[config.mk]
export PLATFORM = sky130hd
export DESIGN_NAME = parity_group_reduce
export DESIGN_NICKNAME = d
export VERILOG_FILES = /design/src/rtl/parity_pkg.sv /design/src/rtl/parity_group_reduce.sv
export SDC_FILE = /design/constraint.sdc
export NUM_CORES = 1
export LEC_CHECK = 0
export CAP_MARGIN = 20
export CORE_AREA = 3 3 40 42
export DETAILED_ROUTE_END_ITERATION = 16
export DIE_AREA = 0 0 43 45
export PLACE_DENSITY_LB_ADDON = 0.25
export SLEW_MARGIN = 10
export SYNTH_ARGS = -nofsm -noshare
export SYNTH_HDL_FRONTEND = slang
export SYNTH_SLANG_ARGS = --single-unit
[constraint.sdc]
create_clock -name vclk -period 1.5
set_input_delay 0.3 -clock vclk [all_inputs]
set_output_delay 0.3 -clock vclk [all_outputs]
set_load 0.03 [all_outputs]
[src/rtl/parity_pkg.sv]
// Shared types and helpers for the parity frame checker and generator.
// The group mask is built at the maximum width so that any DATA_W up to MAX_W can slice it.
package parity_pkg;
    localparam int MAX_W = 64;

    typedef enum logic [1:0] {
        GRP_UPPER    = 2'd0,
        GRP_EVEN_IDX = 2'd1,
        GRP_ODD_IDX  = 2'd2,
        GRP_ALL      = 2'd3
    } grp_e;

    typedef enum logic [1:0] {
        IDLE   = 2'd0,
        ACC    = 2'd1,
        REPORT = 2'd2
    } state_e;

    // Bits at or above w are always zero, so narrower words see only their own lanes.
    function automatic logic [MAX_W-1:0] group_mask(grp_e g, int w);
        logic [MAX_W-1:0] m;
        m = '0;
        for (int i = 0; i < MAX_W; i++) begin
            if (i < w) begin
                unique case (g)
                    GRP_UPPER:    m[i] = (i >= w / 2);
                    GRP_EVEN_IDX: m[i] = (i % 2 == 0);
                    GRP_ODD_IDX:  m[i] = (i % 2 == 1);
                    default:      m[i] = 1'b1;
                endcase
            end
        end
        return m;
    endfunction
endpackage

[src/rtl/parity_group_reduce.sv]
// Combinational XOR reduction of the bit group selected by chk_i.
// Shared with the parity generator, so it carries no state.
module parity_group_reduce
    import parity_pkg::*;
#(
    parameter int DATA_W = 8
) (
    input  logic [DATA_W-1:0] data_i,
    input  logic [1:0]        chk_i,
    output logic              p_w_o
);
    logic [MAX_W-1:0] mask;
    logic [MAX_W-1:0] data_ext;

    assign mask     = group_mask(grp_e'(chk_i), DATA_W);
    assign data_ext = MAX_W'(data_i);
    assign p_w_o    = ^(data_ext & mask);
endmodule

# ---- After elaboration in Yosys (flattened, before gate mapping)
# Cells that the tools add are included.
dict set report classes {
  n_eq_ne 2
  bitwise 1
  n_reduce_logical 4
  mux 4
}
# cell count
set ops {}
lappend ops {{64-bit parity} 1}
lappend ops {{8-bit AND} 1}
lappend ops {{1-bit 2-to-1 mux} 4}
lappend ops {{2-bit OR reduction} 2}
lappend ops {{2-bit by 1-bit == test with 1-bit output, second input constant} 1}
lappend ops {{2-bit == test, second input constant} 1}
lappend ops {{2-bit logical NOT} 1}
dict set report totals {
  reg_bits 0
  elab_cells 11
  out_inout_bits 1
  inputBits 10
}

# ---- Depth between registers and ports, before layout
# Gate-level depths: netlist of the first run.
dict set report logic_depth {
  ltp_word 5
  ltp_mapped 4
  mapped_depth_nobuf 4
}

# ---- Worst setup path before layout of the first run
# Ideal clock, no wire load.
dict set report synth_timing {
  kind {input port to output port}
  from {in chk_i[1]}
  to {out p_w_o}
  required_time_ps 1200
  setup_slack_ps -61
  arrival_ps 1261
  n_path_buf 0
  cell_stages 4
  cell_sequence {and2b_2 > o21ai_0 > nand3_1 > xnor2_1}
}
dict set report synth_between {
  elab_chain_cells 5
  elab_cells_between_ends 11
  cone_classes {eq/ne (2); mux (4); bitwise (1); reduce/logical (4)}
}
# element line
set synth_lines {}
lappend synth_lines {{start, declared} parity_group_reduce.sv:9} ;# input logic [1:0] chk_i,
lappend synth_lines {{2-bit == test, or another cell as far along} parity_pkg.sv:25} ;# unique case (g)
lappend synth_lines {{2-bit OR reduction (no source line)} n/a}
lappend synth_lines {{1-bit 2-to-1 mux} parity_pkg.sv:25}
lappend synth_lines {{8-bit AND *} parity_group_reduce.sv:17} ;# assign p_w_o = ^(data_ext & mask);
lappend synth_lines {{64-bit parity *} parity_group_reduce.sv:17}
lappend synth_lines {{end, declared} parity_group_reduce.sv:10} ;# output logic p_w_o
# Every way passes the cells marked *; elsewhere a longest branch is shown, timed or not.

# ---- Final worst setup path of the first run
dict set report layout_timing {
  from {in chk_i[0]}
  to {out p_w_o}
}
# The elaborated chain is that of the path after synthesis.

==> results.py, run 1 <==
metrics = {
    "outcome": {
        "status": "finished with violations",
        "violations": "setup timing",
    },
    "cells_and_area": {
        "drive_gt1_share_pct": 57.7,
        "nets": 38,
        "regArea_um2": 0,
        "clkbuf_count": 0,
        "postLayoutCoreUtil_pct": 19.2,
        "synthToLayoutAreaGrowth_pct": 135,
        "final_cells": 41,
        "antennaDiodeCount": 0,
        "design.seq.count": 0,
    },
    "pwr": {
        "power_density_nw_per_um2": 453,
        "finalPower_mw": 0.112,
        "p_leak_nw": 0.114,
        "vdd_ir_drop_max_mv": 0.157,
    },
    "setup_path": {
        "crit_path_start_kind": "input port",
        "crit_arrival_ns": 1.23,
        "crit_chain": "buf_8 -> or2_1 -> a211o_1 -> nand3_2 -> xnor2_2 -> buf_6",
        "cp-end-kind": "output pin",
        "path_delay_family": "simple AND/OR/NAND/NOR gates",
        "slowest_delay_ns": 0.27,
        "cpMaxStageDelayCell": "a211o_1",
        "crit_type": "input port to output pin",
        "critPathBufInv": 2,
        "path_max_fanout": 5,
        "required_ns": 1.20,
    },
    "clock_tree": {
        "post_cts_hold_buffer_count": 0,
        "postCtsSetupRepairBufs": 0,
    },
    "sta": {
        "fmax_mhz": 653,
        "setup_tns_ns": -0.0314,
        "tightest_slew_ns": 0.181,
        "fin_crit_sh_pct": 102,
        "fin_ws_ns": -0.0314,
        "hold_viol_final": 0,
        "setup_viol": 1,
        "slew_headroom_pct": 87.9,
        "final_max_slew_viol_count": 0,
        "finalCriticalPeriod_ns": 1.53,
        "rsz0062_at_grt": "yes",
    },
    "drt": {
        "drt_wl_total_um": 292,
        "vias": 132,
        "drcViolationCount": 0,
        "viasPerCell": 3.22,
        "wl_per_cell_um": 7.12,
        "firstDrtPassIters": 1,
        "drtIter0Drc": 0,
        "drtAntennaViolNets": 0,
    },
    "logic_synthesis": {
        "synth_cells": 15,
        "netlist.top_cell.by_area": "xnor2_1",
        "yosysWarnings": 0,
        "synthTopCellsByCount": "nand2_1, xnor2_1, xor2_1",
        "avgSynthCellArea_um2": 7.01,
        "ys_types": 9,
        "netlist_area_um2": 105,
        "synthDominantCellAreaShare_pct": 25.0,
        "synth_seq_area_share_pct": 0,
        "synthesis.nets": 25,
        "yosys-top-cells-area": "xnor2_1, xor2_1, nand2_1, a211o_1, and2b_2",
    },
    "die": {
        "dieArea_um2": 1940,
        "die_x_um": 43,
        "die_y_um": 45,
        "core_um2": 1280,
        "rows": 13,
        "start_util_pct": 8.18,
        "pin_count": 11,
    },
    "job": {
        "cap_violations": 0,
    },
    "place": {
        "dpl.cell_count": 41,
        "portBuffers": 11,
        "gp_congestion": 0.609,
    },
    "grt": {
        "antenna_found_initial": 0,
        "first_global_vias": 146,
        "grt_usage_pct": 3.49,
        "grt_max_degree": 6,
        "grt_first_pass_wirelength_um": 558,
        "grt_overflow": 0,
    },
    "min_path": {
        "hp-class": "input port to output pin",
    },
}
==> worst min-delay path, cell delays in order <==
cell	delay (ns)
buf_6	0.08
nand3b_1	0.09
nand3_2	0.10
xnor2_2	0.06
buf_6	0.13
==> layout by cell type, fill, tap and decap left out <==
cell             count
nand3b_1             1
buf_6                2
nand3_2              1
buf_2                6
buf_8                1
and2b_2              1
nand2_1              3
xnor2_2              3
xor2_2               1
a211o_1              1
or2_1                1
o21ai_1              1
xor2_1               2
clkdlybuf4s15_1      2
==> worst paths after layout <==
check	startpoint	end	slack [ns]	cells past startpoint
worst min-delay path	chk_i[1]	p_w_o	1.06	5
worst max-delay path	chk_i[0]	p_w_o	-0.03	6
==> metal layers <==
layer  track usage, %  routed length [um]  vias to the layer above  share of wire, %
met5                0                   0                        -                 0
met4                0                   0                        0                 0
met3            0.797                  53                        0                18
met2             5.99                 104                       11                36
met1             4.78                 134                       50                46
li1                 -                   -                       71                 -
==> power by group <==
part           internal (mW)  switching (mW)
clock network              0               0
logic                 0.0603          0.0512
registers                  0               0
total                 0.0603          0.0512
==> repair_timing <==
item                                    CTS  global route
pin swaps                                10             0
gates resized for setup                  45             2
endpoints found under the setup margin    1             1
==> cells by family after synthesis <==
| group | after synthesis | share of synthesized area (%) |
|---|---|---|
| AO/OA/AOI/OAI | 2 | 13.1 |
| XOR/XNOR | 6 | 50.0 |
| AND/OR/NAND/NOR | 7 | 36.9 |
==> through the flow <==
| step | hold slack (ns) | setup WS, ns | instance area (um^2) |
|---|---|---|---|
| 6_report | 1.06 | -0.0314 | 246 |
| 3_5_place_dp | 1.53 | -0.492 | 239 |
| 4_1_cts | 1.07 | -0.0337 | 243 |
| 2_1_floorplan | 0.938 | 0.0880 | 113 |
| 5_1_grt | 1.09 | -0.0953 | 246 |
| 3_3_place_gp | 1.50 | -0.457 | 239 |
==> final cells by class <==
cell class	count	area (um^2)
multi-input cells	15	140
fillers	147	1040
repair buffers	11	87.6
well taps	15	18.8
Power figures use the tool's default switching activity.
==> run 2: changes to the inputs <==
--- a/config.mk
+++ b/config.mk
@@ -10,6 +10,7 @@
 export DETAILED_ROUTE_END_ITERATION = 16
 export DIE_AREA = 0 0 43 45
 export PLACE_DENSITY_LB_ADDON = 0.25
+export SKIP_LAST_GASP = 1
 export SLEW_MARGIN = 10
 export SYNTH_ARGS = -nofsm -noshare
 export SYNTH_HDL_FRONTEND = slang
==> results.py, run 2 (synthesis gave the netlist of run 1 again) <==
metrics = {
    "outcome": {
        "status": "finished with violations",
        "violations": "setup timing",
    },
    "drt": {
        "drcViolationCount": 0,
        "drt_wl_total_um": 287,
        "firstDrtPassIters": 1,
        "drtIter0Drc": 0,
        "drtAntennaViolNets": 0,
        "viasPerCell": 3.22,
        "wl_per_cell_um": 7.00,
        "vias": 132,
    },
    "grt": {
        "antenna_found_initial": 0,
        "grt_overflow": 0,
        "first_global_vias": 146,
        "grt_first_pass_wirelength_um": 558,
        "grt_usage_pct": 3.49,
        "grt_max_degree": 6,
    },
    "cells_and_area": {
        "regArea_um2": 0,
        "mostFrequentLayoutCells": "buf_2, xnor2_2, nand2_1, buf_6",
        "mostFrequentLayoutCell": "buf_2",
        "design_area_um2": 243,
        "synthToLayoutAreaGrowth_pct": 131,
        "clkbuf_count": 0,
        "design.seq.count": 0,
        "drive_gt1_share_pct": 57.7,
        "antennaDiodeCount": 0,
        "nets": 38,
        "fillCellCount": 145,
    },
    "pwr": {
        "power_switching_mw": 0.0512,
        "p_sw_share_pct": 46.4,
        "p_leak_nw": 0.112,
        "power_frac_seq_pct": 0,
        "power_density_nw_per_um2": 455,
        "pwr-share-comb_pct": 100.0,
        "vdd_ir_drop_max_mv": 0.173,
        "internal_power_mw": 0.0592,
        "p_clk_share_pct": 0,
    },
    "die": {
        "pin_count": 11,
        "rows": 13,
        "start_util_pct": 8.18,
        "core_um2": 1280,
        "die_x_um": 43,
        "die_y_um": 45,
        "dieArea_um2": 1940,
    },
    "setup_path": {
        "path_max_fanout": 5,
        "crit_type": "input port to output pin",
        "cpMaxStageDelayCell": "a211o_1",
        "crit_path_start_kind": "input port",
        "slowest_delay_ns": 0.27,
        "crit_arrival_ns": 1.23,
        "required_ns": 1.20,
        "crit_chain": "buf_6 -> or2_0 -> a211o_1 -> nand3_2 -> xnor2_2 -> buf_6",
        "cp-end-kind": "output pin",
        "crit_path_frequent_cell": "buf_6",
    },
    "sta": {
        "hold_viol_final": 0,
        "fmax_mhz": 655,
        "rsz0062_at_grt": "yes",
        "tightest_slew_ns": 0.181,
        "finalCriticalPeriod_ns": 1.53,
        "setup_viol": 1,
        "fin_ws_ns": -0.0265,
        "slew_headroom_pct": 87.9,
        "fin_crit_sh_pct": 102,
        "setup_tns_ns": -0.0265,
        "final_max_slew_viol_count": 0,
    },
    "clock_tree": {
        "post_cts_hold_buffer_count": 0,
        "postCtsSetupRepairBufs": 0,
    },
    "place": {
        "gp_congestion": 0.609,
        "post_dp_cell_area_um2": 239,
        "portBuffers": 11,
        "place_ws_ns": -0.492,
    },
    "job": {
        "cap_violations": 0,
    },
    "min_path": {
        "hp-class": "input port to output pin",
    },
}
==> run 2: cell counts in the layout (fill, tap and decap cells not counted) <==
Identical to the previous run, type by type.
==> run 2: power by group through the flow <==
| stage | clock network [mW] | logic (mW) | registers (mW) |
|---|---|---|---|
| floorplan | 0 | 0.0569 | 0 |
| global placement | 0 | 0.101 | 0 |
| detailed placement | 0 | 0.103 | 0 |
| CTS | 0 | 0.112 | 0 |
| global route | 0 | 0.119 | 0 |
| finish | 0 | 0.110 | 0 |
==> run 2: cell type report <==
class	count	area (um^2)	share of cell area (%)
Multi-Input combinational cell	15	140	57.7
Timing Repair Buffer	11	83.8	34.5
Tap cell	15	18.8	7.73
==> run 2: routing by layer <==
layer / global-route usage (%) / up-vias / wire length [um]
li1: - / 71 / -
met1: 4.78 / 50 / 135
met2: 5.99 / 11 / 105
met3: 0.797 / 0 / 47
met4: 0 / 0 / 0
met5: 0 / - / 0
==> run 2: repair_timing <==
item	in CTS	in global routing
pin swaps	10	0
resized for setup	45	0
endpoints found under the setup margin	1	1
==> run 2: per-stage QoR <==
stage                     hold slack, ns  cells  total power [mW]  utilization [%]
final                               1.06     41             0.110             18.9
after floorplan                    0.938     15            0.0569                -
after global placement              1.50     41             0.101             18.6
after detailed placement            1.53     41             0.103             18.6
after global routing                1.09     41             0.119             18.9
after CTS                           1.07     41             0.112             18.9
==> run 2: critical path, delay by kind of cell <==
| family | cells | cell delay (ns) |
|---|---|---|
| simple gates | 2 | 0.30 |
| buf+inv | 2 | 0.25 |
| xor+xnor | 1 | 0.11 |
| compound gates | 1 | 0.27 |
==> run 2: final timing paths <==
| path | start | slack (ns) | to | cells after the start |
|---|---|---|---|---|
| worst max-delay path | chk_i[0] | -0.03 | p_w_o | 6 |
| worst min-delay path | chk_i[1] | 1.06 | p_w_o | 5 |
